`src/rtl/bitfusion_pe.sv`:
```
// Bit-Fusion PE: runtime-precision fused lane multiply, vector accumulate, held result handshake.
// Optional build macro BITFUSION_SAT_EN makes the accumulator saturate instead of wrap.

module bitfusion_lane #(
  parameter int IN_W = 8,
  parameter int WT_W = 8,
  parameter int PW   = 18,
  parameter int LANE = 0
) (
  input  logic [IN_W-1:0]       in,
  input  logic [WT_W-1:0]       weight,
  input  logic [2:0]            in_code,
  input  logic [2:0]            weight_code,
  input  logic                  s_in,
  input  logic                  s_weight,
  output logic signed [PW-1:0]  prod
);
  logic [IN_W-1:0] a_raw;
  logic [WT_W-1:0] b_raw;
  logic signed [PW-1:0] a, b;
  logic a_neg, b_neg;
  int ib, wb, lanes;

  always_comb begin
    ib = 1 << in_code;
    wb = 1 << weight_code;
    lanes = ((IN_W >> in_code) < (WT_W >> weight_code)) ? (IN_W >> in_code) : (WT_W >> weight_code);
    a_raw = (in >> (LANE * ib)) & ~({IN_W{1'b1}} << ib);
    b_raw = (weight >> (LANE * wb)) & ~({WT_W{1'b1}} << wb);
    // lane is already masked, so shifting by width-1 leaves just its top bit
    a_neg = s_in && (|(a_raw >> (ib - 1)));
    b_neg = s_weight && (|(b_raw >> (wb - 1)));
    a = PW'(a_raw);
    b = PW'(b_raw);
    if (a_neg) a = a | ({PW{1'b1}} << ib);
    if (b_neg) b = b | ({PW{1'b1}} << wb);
    prod = (LANE < lanes) ? a * b : '0;
  end
endmodule

module bitfusion_pe #(
  parameter int IN_W  = 8,
  parameter int WT_W  = 8,
  parameter int ACC_W = 32
) (
  input  logic             clk,
  input  logic             rst,
  input  logic [IN_W-1:0]  in,
  input  logic [WT_W-1:0]  weight,
  input  logic [2:0]       in_width,
  input  logic [2:0]       weight_width,
  input  logic             s_in,
  input  logic             s_weight,
  input  logic             in_valid,
  input  logic             in_last,
  output logic             in_ready,
  output logic [ACC_W-1:0] psum,
  output logic             out_valid,
  input  logic             out_ready,
  output logic             cfg_err
);
  localparam int PW = IN_W + WT_W + 2;
  localparam int NUM_LANES = ((IN_W < WT_W) ? IN_W : WT_W) / 2;
  localparam int SW = ((ACC_W > PW) ? ACC_W : PW) + 1;
  localparam int STAGES = 2;
  localparam logic [2:0] IN_LG = 3'($clog2(IN_W));
  localparam logic [2:0] WT_LG = 3'($clog2(WT_W));
  localparam logic signed [SW-1:0] AMAX = SW'({1'b0, {(ACC_W-1){1'b1}}});
  localparam logic signed [SW-1:0] AMIN = ~AMAX;

  typedef enum logic [1:0] {IDLE, ACC, DRAIN, HOLD} state_t;
  typedef struct packed {
    logic [2:0] ic;
    logic [2:0] wc;
    logic       si;
    logic       sw;
  } cfg_t;

  state_t state;
  cfg_t   cfg;
  logic accept, clr, in_bad, wt_bad;
  logic [STAGES:0] vld_pipe, last_pipe;
  logic [IN_W-1:0] s0_in;
  logic [WT_W-1:0] s0_wt;
  logic [NUM_LANES-1:0][PW-1:0] prod;
  logic signed [PW-1:0] fused, s1_sum;
  logic signed [SW-1:0] tot;
  logic signed [ACC_W-1:0] acc, acc_next;
  logic sat_hit, sat_now;

  assign accept = in_valid && in_ready;
  assign clr    = (state == HOLD) && out_ready;
  assign in_bad = (in_width == 3'd0) || (in_width > IN_LG);
  assign wt_bad = (weight_width == 3'd0) || (weight_width > WT_LG);

  for (genvar g = 0; g < NUM_LANES; g++) begin : g_lane
    bitfusion_lane #(.IN_W(IN_W), .WT_W(WT_W), .PW(PW), .LANE(g)) u_lane (
      .in(s0_in), .weight(s0_wt), .in_code(cfg.ic), .weight_code(cfg.wc),
      .s_in(cfg.si), .s_weight(cfg.sw), .prod(prod[g])
    );
  end

  always_comb begin
    fused = '0;
    for (int i = 0; i < NUM_LANES; i++) fused = fused + prod[i];
  end

  always_comb begin
    tot = SW'(acc) + SW'(s1_sum);
    acc_next = tot[ACC_W-1:0];
    sat_now = 1'b0;
`ifdef BITFUSION_SAT_EN
    if (tot > AMAX) begin
      acc_next = AMAX[ACC_W-1:0];
      sat_now = 1'b1;
    end else if (tot < AMIN) begin
      acc_next = AMIN[ACC_W-1:0];
      sat_now = 1'b1;
    end
`endif
  end

  // vld_pipe[0]=S0 operands, [1]=S1 fused sum, [2]=beat folded into acc
  always_ff @(posedge clk or posedge rst) begin
    if (rst) begin
      vld_pipe  <= '0;
      last_pipe <= '0;
      s0_in     <= '0;
      s0_wt     <= '0;
      s1_sum    <= '0;
      acc       <= '0;
      sat_hit   <= 1'b0;
    end else begin
      vld_pipe  <= {vld_pipe[STAGES-1:0], accept};
      last_pipe <= {last_pipe[STAGES-1:0], accept && in_last};
      if (accept) begin
        s0_in <= in;
        s0_wt <= weight;
      end
      if (vld_pipe[0]) s1_sum <= fused;
      if (clr) begin
        acc     <= '0;
        sat_hit <= 1'b0;
      end else if (vld_pipe[1] && !sat_hit) begin
        acc     <= acc_next;
        sat_hit <= sat_now;
      end
    end
  end

  always_ff @(posedge clk or posedge rst) begin
    if (rst) begin
      state     <= IDLE;
      in_ready  <= 1'b0;
      out_valid <= 1'b0;
      psum      <= '0;
      cfg       <= '0;
      cfg_err   <= 1'b0;
    end else begin
      case (state)
        IDLE: begin
          in_ready <= 1'b1;
          if (accept) begin
            cfg <= '{ic: in_bad ? IN_LG : in_width, wc: wt_bad ? WT_LG : weight_width,
                     si: s_in, sw: s_weight};
            cfg_err <= cfg_err | in_bad | wt_bad;
            if (in_last) begin
              state    <= DRAIN;
              in_ready <= 1'b0;
            end else begin
              state <= ACC;
            end
          end
        end
        ACC: if (accept && in_last) begin
          state    <= DRAIN;
          in_ready <= 1'b0;
        end
        DRAIN: if (last_pipe[STAGES]) begin
          state     <= HOLD;
          out_valid <= 1'b1;
          psum      <= acc;
        end
        HOLD: if (out_ready) begin
          state     <= IDLE;
          out_valid <= 1'b0;
          in_ready  <= 1'b1;
        end
        default: state <= IDLE;
      endcase
    end
  end
endmodule

```
`config.mk`:
```
export PLATFORM = sky130hd
export DESIGN_NAME = bitfusion_pe
export DESIGN_NICKNAME = d
export VERILOG_FILES = /design/src/rtl/bitfusion_pe.sv
export SDC_FILE = /design/constraint.sdc
export NUM_CORES = 1
export LEC_CHECK = 0
export CORE_MARGIN = 2
export CORE_UTILIZATION = 38
export CTS_CLUSTER_DIAMETER = 200
export CTS_CLUSTER_SIZE = 20
export DETAILED_ROUTE_END_ITERATION = 8
export HOLD_SLACK_MARGIN = 0.1
export PLACE_DENSITY_LB_ADDON = 0.05
export SLEW_MARGIN = 10
export SYNTH_ARGS = -nofsm -noshare
export SYNTH_HDL_FRONTEND = slang
export SYNTH_HIERARCHICAL = 1
export SYNTH_SLANG_ARGS = --single-unit
```
`constraint.sdc`:
```
create_clock -name clk -period 30.2 [get_ports clk]
set_input_delay 3.02 -clock clk [delete_from_list [all_inputs] [get_ports clk]]
set_output_delay 3.02 -clock clk [all_outputs]
set_load 0.01 [all_outputs]
```
### Word level (Yosys, flattened, before mapping)

Index checks and enable logic that the tools add are counted.

| word-level totals | value |
|---|---|
| register bits after elaboration | 117 |
| output and inout bits | 35 |
| input port bits | 29 |
| logic and storage cells | 151 |

| operators by class | value |
|---|---|
| order comparisons | 7 |
| add/sub/neg operators | 6 |
| equality and inequality tests | 7 |
| shifts and indexed selects | 22 |
| bitwise gates (word level) | 20 |
| muxes and demuxes | 33 |
| $mul | 6 |
| reduce and logical (&&, ||, !) cells | 34 |

Operators by type and width:

| kind | number |
|---|---|
| right shift 8 x 32 -> 8 bit | 14 |
| 2-to-1 mux 18 bit | 12 |
| OR 8 x 18 -> 18 bit | 8 |
| 2-to-1 mux 32 bit | 3 |
| multiplier 18 x 18 -> 18 bit | 4 |
| AND 8 bit | 8 |
| < comparator 3 x 32 -> 1 bit (first input constant) | 2 |
| multiplier 3 x 32 -> 32 bit (first input constant) | 2 |
| OR reduction 8 bit | 8 |
| << shifter 1 x 3 -> 32 bit (first input constant) | 2 |
| << shifter 18 x 32 -> 18 bit (first input constant) | 2 |
| << shifter 8 x 32 -> 8 bit (first input constant) | 2 |
| right shift 4 x 3 -> 32 bit (first input constant) | 2 |
| subtractor 32 x 2 -> 32 bit (second input constant) | 2 |
| adder 18 bit | 3 |
| adder 32 x 18 -> 32 bit | 1 |
| < comparator 1 x 32 -> 1 bit (first input constant) | 1 |
| < comparator 2 x 32 -> 1 bit (first input constant) | 1 |
| < comparator 32 bit | 1 |
| NOT 8 bit | 2 |
| logical AND 1 bit | 12 |
| 2-to-1 mux 2 bit | 5 |
| 2-to-1 mux 1 bit | 8 |
| inequality test 2 bit (second input constant) | 4 |
| other kinds (17) | 26 |

### Depth between registers and ports, before layout

Gate-level depths: netlist of the first run.

| logic depth | value |
|---|---|
| word-level depth | 13 |
| mapped depth | 48 |

### By module

The synthesis of the first run kept the hierarchy.

By module, submodules not included:

| module | cells an instance | area an instance (um^2) | instances |
|---|---|---|---|
| bitfusion_lane at g_lane[3].u_lane | 1003 | 7756.2 | 1 |
| bitfusion_pe | 745 | 7616.1 | 1 |
| bitfusion_lane at g_lane[0].u_lane | 715 | 5661.7 | 1 |
| bitfusion_lane at g_lane[1].u_lane | 695 | 5557.8 | 1 |
| bitfusion_lane at g_lane[2].u_lane | 643 | 5109.9 | 1 |

### Least setup slack after synthesis of the first run

OpenSTA, ideal clock, no wires.

| path | value |
|---|---|
| path kind | reg-to-reg |
| start | reg cfg[4] in the netlist's numbering |
| end | reg s1_sum[17] |
| data arrival time | 10.200 ns |
| required time | 30.061 ns |
| stages on the path, launching flop included | 44 |
| path buffers | 4 |
| slack | 19.861 ns |
| period minus slack after synthesis | 10.339 ns |
| cells stage by stage | dfrtp_1 -> clkbuf_1 -> clkbuf_1 -> nor2b_1 -> nand2_1 -> ha_1 -> ha_1 -> and3_1 -> a221oi_1 -> a211oi_1 -> or4_1 -> clkbuf_1 -> a2111oi_0 -> a21o_1 -> clkbuf_1 -> nand2_1 -> fa_1 -> inv_1 -> [... 8 more ...] -> a21o_1 -> a21oi_1 -> o21bai_1 -> a21oi_1 -> o21bai_1 -> a21oi_1 -> xor2_1 -> nor2_1 -> inv_1 -> fa_1 -> inv_1 -> ha_1 -> o21ai_0 -> o21ai_0 -> or4_1 -> a31oi_1 -> xnor2_1 -> a21oi_1 |

RTL lines:

| element | RTL line | RTL |
|---|---|---|
| start: declaration | 80 | `cfg_t cfg;` |
| start signal: assignment | 164 | `cfg <= '{ic: in_bad ? IN_LG : in_width, wc: wt_bad ? WT_LG : weight_width,` |
| end signal: assignment | 140 | `if (vld_pipe[0]) s1_sum <= fused;` |
| end: declaration | 86 | `logic signed [PW-1:0] fused, s1_sum;` |

==> results.yml, run 1 <==
outcome:
  status: "finished clean"
yosys:
  yosys.area.top_type: "fa_1"
  synth_top_area_share_pct: 29.9
  synthMostInstantiatedCell: "inv_1"
  synth_area_leaders: "fa_1 (30%), ha_1 (13%), inv_1 (12%)"
  yosys.cell_types.count: 123
  yosysWarnings: 6
  synth_area_mm2: 0.0317
  ys_seq_area_share_pct: 9.16
  synth_edf_count: 0
  synthCells: 3801
  synthFlopType: "dfrtp_1"
  ys_ff_latch: 116
  synthArstFlopShare_pct: 100
  postSynthAreaPerCell_um2: 8.34
  synth_common_cells: "inv_1 (1053), fa_1 (473), nor2_1 (347), ha_1 (331), nand2_1 (251)"
clock_network:
  htreeDepth: 4
  postCtsHoldBufs: 0
  cts_made_buffers: 17
  tritoncts: "yes"
  worstSkewPairLatency_ns: 0.46
  cts-resized-gates: 0
  cts_root_buf: "clkbuf_16"
  clockBufferDepth: 2
  path_clk_slew_ns: 0.06
  cts_setup_buffers: 0
  cts_sinks: 116
route:
  routedWlPerCell_um: 16.7
  drt-met1-wl_mm: 40.9
  maxUsedRoutingLayer: "met4"
  first_iter_violations: 1045
  drtPass1Iterations: 5
  drc_errors: 0
  dr_wl_met2_mm: 38.1
  ant_nets: 0
  wl_mm: 81.8
  wl_met3_mm: 2.03
  dr_total_vias: 23500
  via_per_inst: 4.82
final_layout:
  fin_nets: 4632
  seq_area_mm2: 0.00291
  nFillCells: 8602
  multi_input_comb_area_mm2: 0.0243
  antennaDiodeCount: 0
  syn_to_final_growth_pct: 7.34
  drive_above_1_share_pct: 6.38
global_routing:
  grt_pass1_vias: 25300
  antenna_found_initial: 1
  grt_usage_pct: 20.3
  grt_max_degree: 65
  grt_overflow: 0
  grt_first_pass_wirelength_mm: 138
min_path:
  min_path_type: "flop to flop"
critical_path:
  critPathCaptureType: "flop"
  r2r_setup_slack_ns: 18.25
  cp_data_arrival_time_ns: 12.25
  cpMostUsedCell: "inv_1"
  cpPeakStageDelay_ns: 0.69
  critPathSlowestCell: "nor2_2"
  critPathLaunchType: "flop"
  path_max_fanout: 50
  crit_type: "flop to flop"
  required_ns: 30.51
floorplanning:
  start_util_pct: 38.5
  dieArea_mm2: 0.0858
  die_x_um: 293
  placeableCoreArea_mm2: 0.0824
  dieHeight_um: 293
  io_pins: 64
  rows: 105
sta:
  tightest_slew_ns: 1.16
  relSlewSlack_pct: 22.4
  fin_crit_ns: 11.95
  final.setup.tns_ns: 0
  fin_crit_sh_pct: 39.6
  finalHoldViolCount: 0
  rsz0062_at_grt: "no"
  setup_violations: 0
  slew_viol_final: 0
  max_clock_freq_mhz: 83.7
  finalClockSkew_ns: 0.0141
placement:
  io_buffers: 63
  place.gp.congestion: 0.840
  dpl.hpwl_mm: 67.7
job:
  drv_cap: 0
[worst max-delay path: cells and delay by family, from the launching register on]
| kind | cells | cell delay [ns] |
|---|---|---|
| compound gates | 10 | 1.59 |
| xor+xnor | 2 | 0.22 |
| fa+ha+maj | 11 | 4.13 |
| buf+inv | 9 | 1.41 |
| flops | 1 | 0.33 |
| simple gates | 12 | 4.08 |
[cell usage in the layout (no fill, tap or decap), types with 14 or more instances in the layout]
master / instances
ha_1: 331
o21bai_1: 29
buf_4: 37
dfrtp_1: 111
mux2i_1: 37
clkbuf_16: 17
or3_1: 22
xor2_1: 45
a211oi_1: 18
xnor2_1: 132
mux2_2: 67
fa_1: 473
o211ai_1: 14
nand2b_1: 39
nand2_1: 251
or2_2: 28
a21o_1: 46
nand3_1: 57
clkdlybuf4s50_1: 63
nor2_1: 346
and2_1: 23
a31oi_1: 16
o21a_1: 19
and3_1: 19
inv_1: 1052
a21oi_1: 129
nor2b_1: 50
nor3_1: 28
o21ai_0: 61
[path summary, 6_finish.rpt]
kind | from | endpoint | cells after the start
worst max-delay path | cfg[6] | s1_sum[17] | 44
worst min-delay path | last_pipe[0] | last_pipe[1] | 0
worst max register to register | cfg[6] | s1_sum[17] | 44
worst min register to register | last_pipe[0] | last_pipe[1] | 0
max in group asynchronous | rst | acc[24] | 3
min in group asynchronous | rst | last_pipe[2] | 2
[cell type report]
| type | instances | share of cell area, % |
|---|---|---|
| Tap cell | 1070 | 3.93 |
| Clock buffer | 17 | 1.25 |
| Timing Repair Buffer | 100 | 2.67 |
| Inverter | 1063 | 11.8 |
| Clock inverter | 14 | 0.449 |
| Multi-Input combinational cell | 2501 | 71.4 |
| Sequential cell | 116 | 8.55 |
[cell families (layout without fill, tap and decap cells)]
logic type	Yosys count	count (layout)	synth area share, %
AND/OR/NAND/NOR	934	934	13.9
buffers and inverters	1185	1194	14.3
other	1	2	0.0118
XOR/XNOR	182	182	5.23
multiplexers	111	111	4.02
AO/OA/AOI/OAI	468	468	10.5
adder cells (fa/ha/maj)	804	804	42.9
flip-flops	116	116	9.16
[flip-flops by register name, summed over array words and instances (netlist names)]
signal	flops
acc	32
cfg	8
cfg_err	1
in_ready	1
last_pipe	3
out_valid	1
psum	32
s0_in	8
s0_wt	8
s1_sum	18
state	2
vld_pipe	2
[stage by stage]
stage | instances | hold slack [ns] | utilization [%] | instance area, um^2 | setup slack, ns
detailed placement | 4850 | 0.338 | 40.6 | 33500 | 18.23
CTS | 4881 | 0.354 | 41.3 | 34000 | 18.20
global placement | 4850 | 0.334 | 40.6 | 33500 | 18.45
floorplan | 3802 | 0.331 | - | 31700 | 19.86
finish | 4881 | 0.351 | 41.3 | 34000 | 18.25
global route | 4881 | 0.361 | 41.3 | 34000 | 17.23
[routing by layer]
| metal | vias up | global-route usage, % |
|---|---|---|
| li1 | 11600 | - |
| met1 | 11600 | 29.3 |
| met2 | 282 | 33.9 |
| met3 | 41 | 1.27 |
| met4 | 0 | 3.08 |
| met5 | - | 0 |
Power of run 1 is left out: the tool's default activity adds up to more than one toggle a clock period on the data nets, which glitch-free logic cannot reach.
==> inputs of run 2 (changes only) <==
- clock period: 30.2 -> 12.27 ns (I/O delays scaled with it)
==> results.yml, run 2 (synthesis gave the netlist of run 1 again) <==
outcome:
  status: "finished clean"
critical_path:
  critPathCaptureType: "flop"
  critPathSlowestCell: "o211ai_1"
  critPathLaunchType: "flop"
  path_max_fanout: 31
  r2r_setup_slack_ns: 0.74
  required_ns: 12.57
  reg2reg_to: "s1_sum[17]"
  cp_data_arrival_time_ns: 11.83
  cpPeakStageDelay_ns: 0.83
  r2r_start: "cfg[4]"
  crit_type: "flop to flop"
  worstRegToRegCells: 38
sta:
  rsz0062_at_grt: "no"
  relSlewSlack_pct: 30.1
  tightest_slew_ns: 1.05
  max_clock_freq_mhz: 86.7
  fin_crit_sh_pct: 94.0
  finalClockSkew_ns: 0.0153
  setup_violations: 0
  slew_viol_final: 0
  finalHoldViolCount: 0
  final.setup.tns_ns: 0
  fin_crit_ns: 11.53
global_routing:
  grt_first_pass_wirelength_mm: 138
  grt_usage_pct: 20.3
  grt_pass1_vias: 24800
  grt_overflow: 0
  antenna_found_initial: 2
  grt_max_degree: 60
clock_network:
  postCtsHoldBufs: 0
  cts_setup_buffers: 0
  cts_made_buffers: 17
  cts-resized-gates: 0
  worstSkewPairLatency_ns: 0.46
  cts_sinks: 116
  path_clk_slew_ns: 0.06
  tritoncts: "yes"
  clockBufferDepth: 2
  cts_root_buf: "clkbuf_16"
  htreeDepth: 4
route:
  via_per_inst: 4.86
  first_iter_violations: 1210
  ant_nets: 0
  dr_total_vias: 23800
  drc_errors: 0
  drtPass1Iterations: 5
  wl_mm: 82.5
  routedWlPerCell_um: 16.9
placement:
  dpl.hpwl_mm: 68.7
  place.gp.congestion: 0.826
  io_buffers: 63
final_layout:
  final_common_cell: "inv_1"
  syn_to_final_growth_pct: 7.61
  reg.largest.list: "acc: 32 flops, psum: 32 flops, s1_sum: 18 flops"
  layout_common_cells: "inv_1 (1052), fa_1 (473), nor2_1 (346), ha_1 (331), nand2_1 (251)"
  fin_nets: 4643
  drive_above_1_share_pct: 6.65
  antennaDiodeCount: 0
floorplanning:
  dieHeight_um: 293
  dieArea_mm2: 0.0858
  rows: 105
  io_pins: 64
  placeableCoreArea_mm2: 0.0824
  die_x_um: 293
  start_util_pct: 38.5
job:
  drv_cap: 0
min_path:
  min_path_type: "flop to flop"
  hold-path-endpoint: "last_pipe[1]"
  holdPathStages: 0
  min_from: "last_pipe[0]"
[run 2: cell count changes in the layout (fill, tap and decap cells not counted)]
cell	change
buf_4	+11
clkinv_4	-1
clkinvlp_4	+1
inv_6	-1
inv_8	+1
[run 2: metrics by stage]
stage / setup slack (ns) / area [um^2] / cells / hold slack (ns) / utilization, %
6_report: 0.742 / 34100 / 4892 / 0.348 / 41.4
5_1_grt: 0.0248 / 34100 / 4892 / 0.366 / 41.4
4_1_cts: 0.841 / 34100 / 4892 / 0.348 / 41.4
3_5_place_dp: 0.889 / 33500 / 4861 / 0.335 / 40.7
3_3_place_gp: 0.996 / 33500 / 4861 / 0.336 / 40.7
2_1_floorplan: 1.93 / 31700 / 3802 / 0.331 / -
[run 2: worst max path at each step]
| stage | start | end | slack [ns] |
|---|---|---|---|
| after CTS | cfg[4] | s1_sum[17] | 0.84 |
| final | cfg[4] | s1_sum[17] | 0.74 |
| after detailed placement | cfg[4] | s1_sum[17] | 0.89 |
| after global placement | cfg[4] | s1_sum[17] | 1.0 |
| after global routing | cfg[4] | s1_sum[17] | 0.02 |
| after floorplan | cfg[4] | s1_sum[17] | 1.93 |
[run 2: layout make-up]
| type | instances | area [um^2] |
|---|---|---|
| clock buffer | 17 | 425 |
| clock inverter | 14 | 154 |
| fill | 8515 | 48300 |
| inverter | 1063 | 4000 |
| multi-input combinational | 2501 | 24300 |
| sequential | 116 | 2910 |
| tap | 1070 | 1340 |
| timing repair buffer | 111 | 991 |
[run 2: layer usage]
layer	up-vias	GRT usage [%]	routed length, um
met5	-	0	0
met4	0	3.11	773
met3	41	1.44	2260
met2	327	33.5	38100
met1	11700	29.6	41400
li1	11700	-	-
[run 2: worst max-delay path: cells and delay by family, from the launching register on]
| family | cells | cell delay, ns |
|---|---|---|
| XOR/XNOR | 2 | 0.28 |
| AND/OR/NAND/NOR | 7 | 1.69 |
| AO/OA/AOI/OAI | 8 | 2.54 |
| adder cells (fa/ha/maj) | 12 | 5.31 |
| flip-flops | 1 | 0.73 |
| buffers and inverters | 9 | 0.80 |
Power of run 2 is left out for the same reason.
==> inputs of run 3 (changes only) <==
- CORE_ASPECT_RATIO: unset -> 0.9
==> results.yml, run 3 (synthesis gave the netlist of run 1 again) <==
critical_path:
  reg2reg_to: "s1_sum[17]"
  critPathLaunchType: "flop"
  critPathCaptureType: "flop"
  r2r_setup_slack_ns: 1.22
  critPathSlowestCell: "or4_1"
  r2r_start: "cfg[4]"
  cpMostUsedCell: "ha_1"
  required_ns: 12.59
  cpPeakStageDelay_ns: 0.69
  cp_data_arrival_time_ns: 11.36
  worstRegToRegCells: 39
  crit_type: "flop to flop"
  path_max_fanout: 29
final_layout:
  nFillCells: 8583
  drive_above_1_share_pct: 6.74
  final_common_cell: "inv_1"
  layout_common_cells: "inv_1 (1052), fa_1 (473), nor2_1 (346), ha_1 (331), nand2_1 (251)"
  seq_area_mm2: 0.00291
  fin_nets: 4646
  antennaDiodeCount: 0
  multi_input_comb_area_mm2: 0.0243
  reg.largest.list: "acc: 32 flops, psum: 32 flops, s1_sum: 18 flops"
  syn_to_final_growth_pct: 7.91
clock_network:
  cts_made_buffers: 17
  tritoncts: "yes"
  clockBufferDepth: 2
  cts_root_buf: "clkbuf_16"
  worstSkewPairLatency_ns: 0.48
  cts_sinks: 116
  htreeDepth: 4
  path_clk_slew_ns: 0.06
  postCtsHoldBufs: 0
min_path:
  holdPathStages: 0
  min_path_type: "flop to flop"
  min_from: "last_pipe[0]"
  hold-path-endpoint: "last_pipe[1]"
sta:
  max_clock_freq_mhz: 90.5
  setup_violations: 0
  rsz0062_at_grt: "no"
  finalClockSkew_ns: 0.0151
  relSlewSlack_pct: 23.5
  tightest_slew_ns: 1.14
  fin_crit_ns: 11.05
  fin_crit_sh_pct: 90.0
  slew_viol_final: 0
  finalHoldViolCount: 0
  final.setup.tns_ns: 0
floorplanning:
  dieHeight_um: 278
  dieArea_mm2: 0.0858
  die_x_um: 308
  io_pins: 64
  rows: 100
  start_util_pct: 38.3
  placeableCoreArea_mm2: 0.0827
outcome:
  status: "finished clean"
route:
  first_iter_violations: 1433
  drc_errors: 0
  routedWlPerCell_um: 16.7
  via_per_inst: 4.75
  drtPass1Iterations: 5
  wl_mm: 82.5
  dr_total_vias: 23500
  ant_nets: 0
placement:
  io_buffers: 63
  dpl.hpwl_mm: 69.5
  place.gp.congestion: 0.860
global_routing:
  grt_overflow: 0
  grt_pass1_vias: 24400
  grt_usage_pct: 20.1
  antenna_found_initial: 2
  grt_first_pass_wirelength_mm: 135
  grt_max_degree: 68
job:
  drv_cap: 0
## run 3: changes by cell type in the layout (fill, tap and decap cells not counted)
cell        change
buf_4           +3
bufinv_16       -1
clkbuf_8        +1
clkinv_2        -2
clkinv_4        +3
clkinvlp_4      -1
inv_6           -1
inv_8           +2
## run 3: layout make-up
class	count	share of cell area (%)
repair buffers	114	2.96
multi-input cells	2501	71.0
well taps	1122	4.10
clock buffers	18	1.28
flip-flops and latches	116	8.50
inverters	1063	11.7
clock inverters	14	0.428
## run 3: how the worst max path moves through the flow
stage	slack (ns)	to	start	depth (start not counted)
final	1.22	s1_sum[17]	cfg[4]	39
after global routing	0.36	s1_sum[17]	cfg[3]	40
after CTS	0.75	s1_sum[17]	cfg[3]	39
after detailed placement	0.79	s1_sum[17]	cfg[3]	38
after global placement	0.87	s1_sum[17]	cfg[3]	39
after floorplan	1.93	s1_sum[17]	cfg[4]	43
## run 3: layer usage
metal  up-vias  track usage (%)  wire length (um)
li1      11700                -                 -
met1     11400             30.2             42500
met2       352             30.9             35900
met3        63             2.16              2540
met4         0             4.34              1590
met5         -                0                 0
## run 3: worst max-delay path, delay by kind of cell, from the launching register on
family,cells,cell delay (ns)
fa+ha+maj,11,4.25
compound gates,14,2.84
xor+xnor,2,0.28
buf+inv,5,0.27
simple gates,7,2.58
flops,1,0.68
## run 3: metrics by stage
stage / instance area, um^2 / setup WS [ns] / hold WS (ns) / cells / util (%)
3_3_place_gp: 33600 / 0.867 / 0.333 / 4914 / 40.6
2_1_floorplan: 31700 / 1.93 / 0.331 / 3802 / -
4_1_cts: 34200 / 0.752 / 0.350 / 4946 / 41.3
5_1_grt: 34200 / 0.356 / 0.355 / 4948 / 41.4
3_5_place_dp: 33600 / 0.788 / 0.336 / 4914 / 40.6
6_report: 34200 / 1.22 / 0.347 / 4948 / 41.4
## run 3: timing repair
| item | 4_1_cts | 5_1_grt |
|---|---|---|
| endpoints found under the setup margin | 0 | 1 |
| resized for setup | 0 | 0 |
| buffers inserted | 0 | 2 |
Power of run 3 is left out for the same reason.
